==> config.mk <==
export PLATFORM = sky130hd
export DESIGN_NAME = nibble_serial_add_ctrl_flat
export DESIGN_NICKNAME = d
export VERILOG_FILES = /design/src/rtl/nibble_serial_add_ctrl_if.sv /design/src/rtl/nibble_serial_add_ctrl.sv /design/src/flat_wrapper.sv
export SDC_FILE = /design/constraint.sdc
export NUM_CORES = 1
export LEC_CHECK = 0
export BUFFER_PORTS_ARGS = -buffer_cell sky130_fd_sc_hd__buf_2
export CAP_MARGIN = 20
export CORE_MARGIN = 5
export CORE_UTILIZATION = 52
export DETAILED_ROUTE_END_ITERATION = 7
export PLACE_DENSITY = 0.79
export SLEW_MARGIN = 20
export SYNTH_ARGS = -nofsm -noshare
export SYNTH_HDL_FRONTEND = slang
export SYNTH_SLANG_ARGS = --single-unit
export TNS_END_PERCENT = 5
==> constraint.sdc <==
create_clock -name clk -period 2.7 [get_ports clk]
set_input_delay 0.54 -clock clk [delete_from_list [all_inputs] [get_ports clk]]
set_output_delay 0.54 -clock clk [all_outputs]
set_load 0.005 [all_outputs]
==> src/rtl/nibble_serial_add_ctrl_if.sv <==
// rtl/nibble_serial_add_ctrl_if.sv - request/result and shared-slice bundle for nibble_serial_add_ctrl
//
// Purpose: groups the requester handshake, the result registers and the
// shared 4-bit adder slice connection into one bundle.
// Signals:
//   start, a, b, cin       requester -> controller (operation request)
//   busy, done             controller -> requester (status)
//   sum, cout, ovf         controller -> requester (held result)
//   add_x, add_y, add_cin  controller -> slice (operands, quiet when idle)
//   add_s, add_cout        slice -> controller (combinational slice result)
// Modports: master = requester plus slice side, slave = controller side.

interface nibble_serial_add_ctrl_if #(
    parameter int NIBBLES = 4
);
    localparam int W = 4 * NIBBLES;

    logic         start;
    logic [W-1:0] a;
    logic [W-1:0] b;
    logic         cin;
    logic         busy;
    logic         done;
    logic [W-1:0] sum;
    logic         cout;
    logic         ovf;
    logic [3:0]   add_x;
    logic [3:0]   add_y;
    logic         add_cin;
    logic [3:0]   add_s;
    logic         add_cout;

    modport master (
        output start, a, b, cin, add_s, add_cout,
        input  busy, done, sum, cout, ovf, add_x, add_y, add_cin
    );

    modport slave (
        input  start, a, b, cin, add_s, add_cout,
        output busy, done, sum, cout, ovf, add_x, add_y, add_cin
    );
endinterface

==> src/rtl/nibble_serial_add_ctrl.sv <==
// rtl/nibble_serial_add_ctrl.sv - wide adder sequenced over one shared 4-bit slice
//
// Purpose: adds two W-bit operands (W = 4*NIBBLES) one nibble per clock,
// LSB nibble first, through an external 4-bit ripple-carry slice.
// Ports:
//   clk    rising-edge system clock
//   rst_n  asynchronous active-low reset
//   bus    nibble_serial_add_ctrl_if.slave: start/a/b/cin request,
//          busy/done status, sum/cout/ovf held result,
//          add_x/add_y/add_cin to the slice, add_s/add_cout from it.

module nibble_serial_add_ctrl #(
    parameter int NIBBLES = 4
) (
    input  logic                          clk,
    input  logic                          rst_n,
    nibble_serial_add_ctrl_if.slave       bus
);
    localparam int W  = 4 * NIBBLES;
    localparam int IW = $clog2(NIBBLES);
    localparam logic [IW-1:0] LAST_IDX = IW'(NIBBLES - 1);

    typedef enum logic [1:0] {
        S_IDLE = 2'd0,
        S_RUN  = 2'd1,
        S_DONE = 2'd2
    } state_t;

    state_t        state_q;
    logic [W-1:0]  a_q;
    logic [W-1:0]  b_q;
    logic          carry_q;
    logic [IW-1:0] idx_q;
    logic          busy_q;
    logic          done_q;
    logic [W-1:0]  sum_q;
    logic          cout_q;
    logic          ovf_q;

    logic          run;
    logic [IW+1:0] bit_base;

    assign run      = (state_q == S_RUN);
    assign bit_base = {idx_q, 2'b00};

    // The slice is shared, so it only sees our operands while we own it.
    assign bus.add_x   = run ? a_q[bit_base +: 4] : 4'h0;
    assign bus.add_y   = run ? b_q[bit_base +: 4] : 4'h0;
    assign bus.add_cin = run ? carry_q : 1'b0;

    assign bus.busy = busy_q;
    assign bus.done = done_q;
    assign bus.sum  = sum_q;
    assign bus.cout = cout_q;
    assign bus.ovf  = ovf_q;

    always_ff @(posedge clk or negedge rst_n) begin
        if (!rst_n) begin
            state_q <= S_IDLE;
            a_q     <= '0;
            b_q     <= '0;
            carry_q <= 1'b0;
            idx_q   <= '0;
            busy_q  <= 1'b0;
            done_q  <= 1'b0;
            sum_q   <= '0;
            cout_q  <= 1'b0;
            ovf_q   <= 1'b0;
        end else begin
            done_q <= 1'b0;
            case (state_q)
                S_IDLE, S_DONE: begin
                    // sum/cout/ovf are left alone: the previous result stays
                    // visible until each nibble is overwritten.
                    if (bus.start) begin
                        a_q     <= bus.a;
                        b_q     <= bus.b;
                        carry_q <= bus.cin;
                        idx_q   <= '0;
                        busy_q  <= 1'b1;
                        state_q <= S_RUN;
                    end else begin
                        state_q <= S_IDLE;
                    end
                end
                S_RUN: begin
                    sum_q[bit_base +: 4] <= bus.add_s;
                    carry_q              <= bus.add_cout;
                    idx_q                <= idx_q + 1'b1;
                    if (idx_q == LAST_IDX) begin
                        // Overflow: operand signs agree but the MSB nibble's
                        // sum bit disagrees with them.
                        cout_q  <= bus.add_cout;
                        ovf_q   <= (a_q[W-1] == b_q[W-1]) && (bus.add_s[3] != a_q[W-1]);
                        busy_q  <= 1'b0;
                        done_q  <= 1'b1;
                        state_q <= S_DONE;
                    end
                end
                default: begin
                    busy_q  <= 1'b0;
                    state_q <= S_IDLE;
                end
            endcase
        end
    end
endmodule

==> src/flat_wrapper.sv <==
// flat-port wrapper written by rule: the top's interface ports become plain ports
module nibble_serial_add_ctrl_flat 
#(
    parameter int NIBBLES = 4
)
  (clk, rst_n, bus_start, bus_a, bus_b, bus_cin, bus_add_s, bus_add_cout, bus_busy, bus_done, bus_sum, bus_cout, bus_ovf, bus_add_x, bus_add_y, bus_add_cin);
  nibble_serial_add_ctrl_if #(.NIBBLES(NIBBLES)) bus_i ();
  input  logic clk;
  input  logic rst_n;
  input wire logic [$bits(bus_i.start)-1:0] bus_start;
  input wire logic [$bits(bus_i.a)-1:0] bus_a;
  input wire logic [$bits(bus_i.b)-1:0] bus_b;
  input wire logic [$bits(bus_i.cin)-1:0] bus_cin;
  input wire logic [$bits(bus_i.add_s)-1:0] bus_add_s;
  input wire logic [$bits(bus_i.add_cout)-1:0] bus_add_cout;
  output wire logic [$bits(bus_i.busy)-1:0] bus_busy;
  output wire logic [$bits(bus_i.done)-1:0] bus_done;
  output wire logic [$bits(bus_i.sum)-1:0] bus_sum;
  output wire logic [$bits(bus_i.cout)-1:0] bus_cout;
  output wire logic [$bits(bus_i.ovf)-1:0] bus_ovf;
  output wire logic [$bits(bus_i.add_x)-1:0] bus_add_x;
  output wire logic [$bits(bus_i.add_y)-1:0] bus_add_y;
  output wire logic [$bits(bus_i.add_cin)-1:0] bus_add_cin;
  assign bus_i.start = bus_start;
  assign bus_i.a = bus_a;
  assign bus_i.b = bus_b;
  assign bus_i.cin = bus_cin;
  assign bus_i.add_s = bus_add_s;
  assign bus_i.add_cout = bus_add_cout;
  assign bus_busy = bus_i.busy;
  assign bus_done = bus_i.done;
  assign bus_sum = bus_i.sum;
  assign bus_cout = bus_i.cout;
  assign bus_ovf = bus_i.ovf;
  assign bus_add_x = bus_i.add_x;
  assign bus_add_y = bus_i.add_y;
  assign bus_add_cin = bus_i.add_cin;
  nibble_serial_add_ctrl #(.NIBBLES(NIBBLES)) u_core (.clk(clk), .rst_n(rst_n), .bus(bus_i));
endmodule
* Yosys cells after proc, flatten, opt, wreduce, memory -nomap -nowiden
Cells that the tools add are included.
** Word-level totals
- Flip-flop bits (word level) :: 57
- Input port bits :: 41
- Output and inout bits :: 29
- Logic and storage cells :: 47
** Operators by class
- Add/subtract/negate cells :: 2
- Equal/unequal tests :: 7
- Shifts and indexed selects :: 4
- Mux-type cells :: 16
- Reductions and logical operators :: 8
** Operators by type and width (count)
- $shiftx A16 B5 Y4 :: 2
- $bwmux W16 :: 1
- $shift A4 B6 Y16 const A :: 1
- $shiftx A4 B6 Y16 :: 1
- $mux W4 :: 2
- $pmux W2 S2 :: 2
- $reduce_and A2 Y1 :: 4
- $mux W1 :: 7
- $neg A4 Y6 :: 1
- $eq A2 B2 Y1 const B :: 2
- $mux W2 :: 2
- $ne A2 B2 Y1 const B :: 2
- $pmux W1 S2 :: 2
- $add A2 B1 Y2 const B :: 1
- $eq A2 B1 Y1 const B :: 1
- $logic_not A2 Y1 :: 1
- $reduce_bool A2 Y1 :: 1
- $reduce_or A2 Y1 :: 1
- $eq A1 B1 Y1 :: 1
- $logic_and A1 B1 Y1 :: 1
- $ne A1 B1 Y1 :: 1

* Depth between registers and ports, before layout
- Depth in word-level cells :: 4
- Mapped depth :: 7
- Gate-level depth less buffers :: 5

* Least setup slack after synthesis
Ideal clock, no wire load.
- Kind :: register -> register
- Start point :: reg u_core.idx_q[0]
- End point :: reg u_core.sum_q[0], in the netlist u_core.bus.sum[0]
- Setup time :: 0.066 ns
- Data arrival time :: 1.852 ns
- Required time :: 2.634 ns
- Path slack :: 0.782 ns
- Stages on the path, launching flop included :: 8
- Buffers on the path :: 2
- Period minus slack after synthesis :: 1.918 ns
- Cells stage by stage :: dfrtp_1 -> buf_6 -> buf_12 -> inv_1 -> ha_1 -> nand3b_4 -> nor4b_4 -> a22o_1
** On the way
- Cells in the longest elaborated chain, start to end :: 3
- Elaborated cells on any way between the ends :: 4
- Those cells by class :: add/sub: 1; shift: 2; mux: 1
** RTL lines
- start: declaration :: line nibble_serial_add_ctrl.sv:33 : logic [IW-1:0] idx_q;
- start signal: assignment :: line nibble_serial_add_ctrl.sv:89 : idx_q <= idx_q + 1'b1;
- $neg A4 Y6 (*) :: line nibble_serial_add_ctrl.sv:87 : sum_q[bit_base +: 4] <= bus.add_s;
- $shiftx A4 B6 Y16 or $shift A4 B6 Y16 (tied branches) :: line nibble_serial_add_ctrl.sv:87
- $bwmux W16 (*) :: line nibble_serial_add_ctrl.sv:87
- end signal: indexed assignment :: line nibble_serial_add_ctrl.sv:87
- end: declaration :: line nibble_serial_add_ctrl.sv:36 : logic [W-1:0] sum_q;
Mark *: on every way between the ends. The rest lies on a longest branch, timed or not.
A chain may end at the register's enable or synchronous reset.

* Worst setup path in the final report
- Start point :: reg u_core.state_q[0]
- End point :: out bus_add_cin
** On the way
- Cells in the longest elaborated chain, start to end :: 2
** RTL lines
- start: declaration :: line nibble_serial_add_ctrl.sv:29 : state_t state_q;
- start signal: assignment :: line nibble_serial_add_ctrl.sv:59 : state_q <= S_IDLE;
- start signal: assignment :: line nibble_serial_add_ctrl.sv:81 : state_q <= S_RUN;
- start signal: assignment :: line nibble_serial_add_ctrl.sv:83 : state_q <= S_IDLE;
- $eq A2 B1 Y1 :: line nibble_serial_add_ctrl.sv:43 : assign run = (state_q == S_RUN);
- $mux W1 :: line nibble_serial_add_ctrl.sv:49 : assign bus.add_cin = run ? carry_q : 1'b0;
- end: declaration :: line flat_wrapper.sv:23 : output wire logic [$bits(bus_i.add_cin)-1:0] bus_add_cin;
Every way passes these cells.

==> results list <==
* Worst clock skew: 9.986 ps
- Drc violations: 0
* Final critical-path share of the clock period: 83.06%
- The path class of the tightest hold or removal check is primary input to async pin.
- Initial Util: 54.48%
* Final setup violation count: 0
- Most frequent standard cell in the layout excluding fill and tap cells: sky130_fd_sc_hd__nand2_1
* Required time of the critical path: 2160 ps
- Summed negative setup slack over all endpoints: 0 ps
- The top cell types in the final layout, fill and taps aside, are sky130_fd_sc_hd__nand2_1 (101), sky130_fd_sc_hd__buf_2 (69), sky130_fd_sc_hd__dfrtp_1 (57).
* Post-synthesis instance total: 244
- Measured against its own limit, the worst slew margin works out to 44.02%.
- Detailed routing inserted a total of 1965 vias.
* Worst vdd rail ir drop: 0.5380 mV
- Vias/cell: 5.038
- Highest net fanout along the worst path: 9
- The first routing iteration left 155 violations.
- After synthesis the cells add up to 2608 um^2.
- TritonCTS built the clock tree.
* # IOs: 70
- Core occupancy in the finished layout: 66.82%
* Number of buffers on the longest clock path: 2
- The synthesized netlist devotes 0% of its cell area to XOR and XNOR gates.
- The max-slew violation count is 0.
- Of the post-synthesis cell area, the part taken by muxes is 7.342%.
* Least setup slack across all paths after layout: 457.3 ps
- Routability-driven placement finished with a final weighted congestion of 0.7697.
- For this run, the slowest stage of the critical path takes 510 ps.
* Pre-CTS setup slack: 703.6 ps
- Wire length of the first global-routing pass: 9425 um
- At the later pin of the worst-skew pair, clock insertion delay measures 330 ps.
* Simple logic cell fraction of the synthesized area: 24.52%
- Critical path's top delay family: simple AND/OR/NAND/NOR gates
* Worst slew pin tran: 839.8 ps
* Number of gates resized after CTS: 0
- Diode count: 0
- Layout overhead on the synthesized area: 22.65%
- During placement, the flow inserted port buffers numbering 69.
- On the critical path, the stage with the largest delay is an instance of sky130_fd_sc_hd__dfrtp_1.
* Number of max-cap violations: 0
* Total Routing Usage GR: 19.07%
- After detailed routing, the average wire length per cell comes to 14.31 um.
- The die is 80.81 um wide.
- Number of placement rows: 25
- Chip Height: 80.81 um
* Critical path capture point type: output port
- Critical-path cell list: nor2b_1 > buf_4 > and2_1 > buf_2
- RSZ-0062 raised after global routing: no
* Number of antenna violations at the first check in global routing: 0
- Pin count of the biggest net entering global routing: 39
* Detail Route Antenna Nets: 0
- Sinks on Clock Net: 57
- For this run, the top clock speed supported by timing is 445.9 MHz.
- Total of hold buffers inserted after clock tree synthesis: 0
* Nets@finish: 364
* Final Hold Slack: 312.4 ps
- Compound-Gate Fraction of Synth Area: 6.958%
* Core Area: 4786 um^2
* Category of the worst setup path launch point: flop
- Share of cells above drive strength 1: 32.82%
- Unique cell type count in the Yosys netlist: 27
* CTS root buf: sky130_fd_sc_hd__clkbuf_8
- WP data arrival: 1700 ps
- Proportion of synthesized chip area in sequential cells: 54.70%
- Clock buffers created by TritonCTS: 9
- A synthesized cell averages 10.69 um^2.
* Power Dens Cells: 1163 nW/um^2
* Number of synthesis warnings: 0
- Setup bufs post-CTS: 0
- Summing the areas of all fa, ha and maj instances in the mapped netlist gives 2.399% of the synthesized area.
- Die Area: 6530 um^2
- Crit Path Class: flop to output port
* Register bit count reported by yosys: 57
- Drt first pass iters: 4
- Hold Vio Cnt, Final: 0
- The critical path contains buffers and inverters numbering 2 combined.
- Dominant combinational cell family by area after synthesis: simple AND/OR/NAND/NOR gates
- Counting every net in the synthesized netlist gives 290.
* Via count of the first global-routing pass: 2027
* Detailed placer's ending HPWL: 4042 um
* Final critical-path required period: 2243 ps
* Clock transition at the register clock pins on the worst setup and hold paths after CTS: 60 ps
- The flow ran to the end, and the final reports show no timing, DRC or antenna violations.
- Final global-route overflow total: 0
- Leakage Power: 1.734 nW
* Htree depth: 3
* Detailed-route wire length: 5582 um
- The completed layout was analyzed and its total power is 3.720 mW.
synthesized netlist by cell type:
master,count,area (um^2)
sky130_fd_sc_hd__nand3_1,1,5.000
sky130_fd_sc_hd__o21ai_0,3,15.01
sky130_fd_sc_hd__buf_12,1,20.02
sky130_fd_sc_hd__dfrtp_1,57,1426
sky130_fd_sc_hd__buf_2,8,40.04
sky130_fd_sc_hd__nor2b_1,2,12.51
sky130_fd_sc_hd__o32ai_1,1,8.760
sky130_fd_sc_hd__nand2_1,101,379.1
sky130_fd_sc_hd__nor4_4,2,42.54
sky130_fd_sc_hd__nor2_1,5,18.77
sky130_fd_sc_hd__o31ai_1,2,15.01
sky130_fd_sc_hd__buf_6,1,11.26
sky130_fd_sc_hd__mux2_2,1,11.26
sky130_fd_sc_hd__mux4_2,8,180.2
sky130_fd_sc_hd__nand3b_4,1,20.02
sky130_fd_sc_hd__nor4b_4,2,47.55
sky130_fd_sc_hd__a22o_1,15,131.4
sky130_fd_sc_hd__inv_1,5,18.77
sky130_fd_sc_hd__a31oi_1,1,6.260
sky130_fd_sc_hd__ha_1,5,62.56
sky130_fd_sc_hd__and2_1,9,56.30
sky130_fd_sc_hd__nand2b_1,3,18.77
sky130_fd_sc_hd__clkbuf_1,3,11.26
sky130_fd_sc_hd__clkbuf_2,1,5.000
sky130_fd_sc_hd__and3b_1,1,8.760
sky130_fd_sc_hd__nand3b_1,4,30.03
sky130_fd_sc_hd__a21oi_1,1,5.000
power by group:
group,leakage (nW),internal (mW),switching (mW)
registers,0.726,1.25,0.257
logic,0.915,0.770,0.760
clock network,0.0932,0.379,0.308
total,1.73,2.39,1.33
kinds of logic after synthesis:
logic type,count (synthesis)
and+or+nand+nor,131
AOI/OAI and AO/OA,23
muxes,9
DFF,57
adders and majority gates,5
buffers and inverters,19
path summary, 6_finish.rpt:
path / to / slack, ps / start / cells after the start
worst max register to register: u_core.bus.sum[6] / 710 / u_core.idx_q[1] / 5
worst max-delay path: bus_add_cin / 460 / u_core.state_q[0] / 4
worst min-delay path: u_core.b_q[4] / 310 / rst_n / 1
worst min register to register: u_core.a_q[12] / 470 / u_core.a_q[12] / 2
max in group asynchronous: u_core.a_q[8] / 1700 / rst_n / 2
min in group clk: u_core.b_q[9] / 400 / bus_b[9] / 3
registers in the layout (all words and copies together) (netlist names):
signal,count
u_core.a_q,16
u_core.bus.busy,1
u_core.bus.ovf,1
u_core.bus.done,1
u_core.bus.sum,16
u_core.carry_q,1
u_core.idx_q,2
u_core.state_q,2
u_core.b_q,16
u_core.bus.cout,1
per-stage QoR:
step,instance area [um^2],cells
after CTS,3198,390
after global placement,3024,374
after floorplan,2608,244
after detailed placement,3024,374
after global routing,3198,390
final,3198,390
area by class of cell:
type | instances | area [um^2]
Inverter | 5 | 18.77
Sequential cell | 57 | 1426
Clock buffer | 13 | 158.9
Fill cell | 396 | 1588
Tap cell | 67 | 83.83
Clock inverter | 3 | 15.01
Multi-Input combinational cell | 168 | 1077
Timing Repair Buffer | 77 | 417.9
layer usage:
| layer | GRT usage, % | up-vias | routed length (um) |
|---|---|---|---|
| met1 | 24.04 | 935 | 2499 |
| met2 | 31.36 | 64 | 2651 |
| met5 | 0 | - | 0 |
| li1 | - | 958 | - |
| met3 | 4.989 | 8 | 341 |
| met4 | 7.770 | 0 | 89 |
Power figures use the tool's default switching activity.
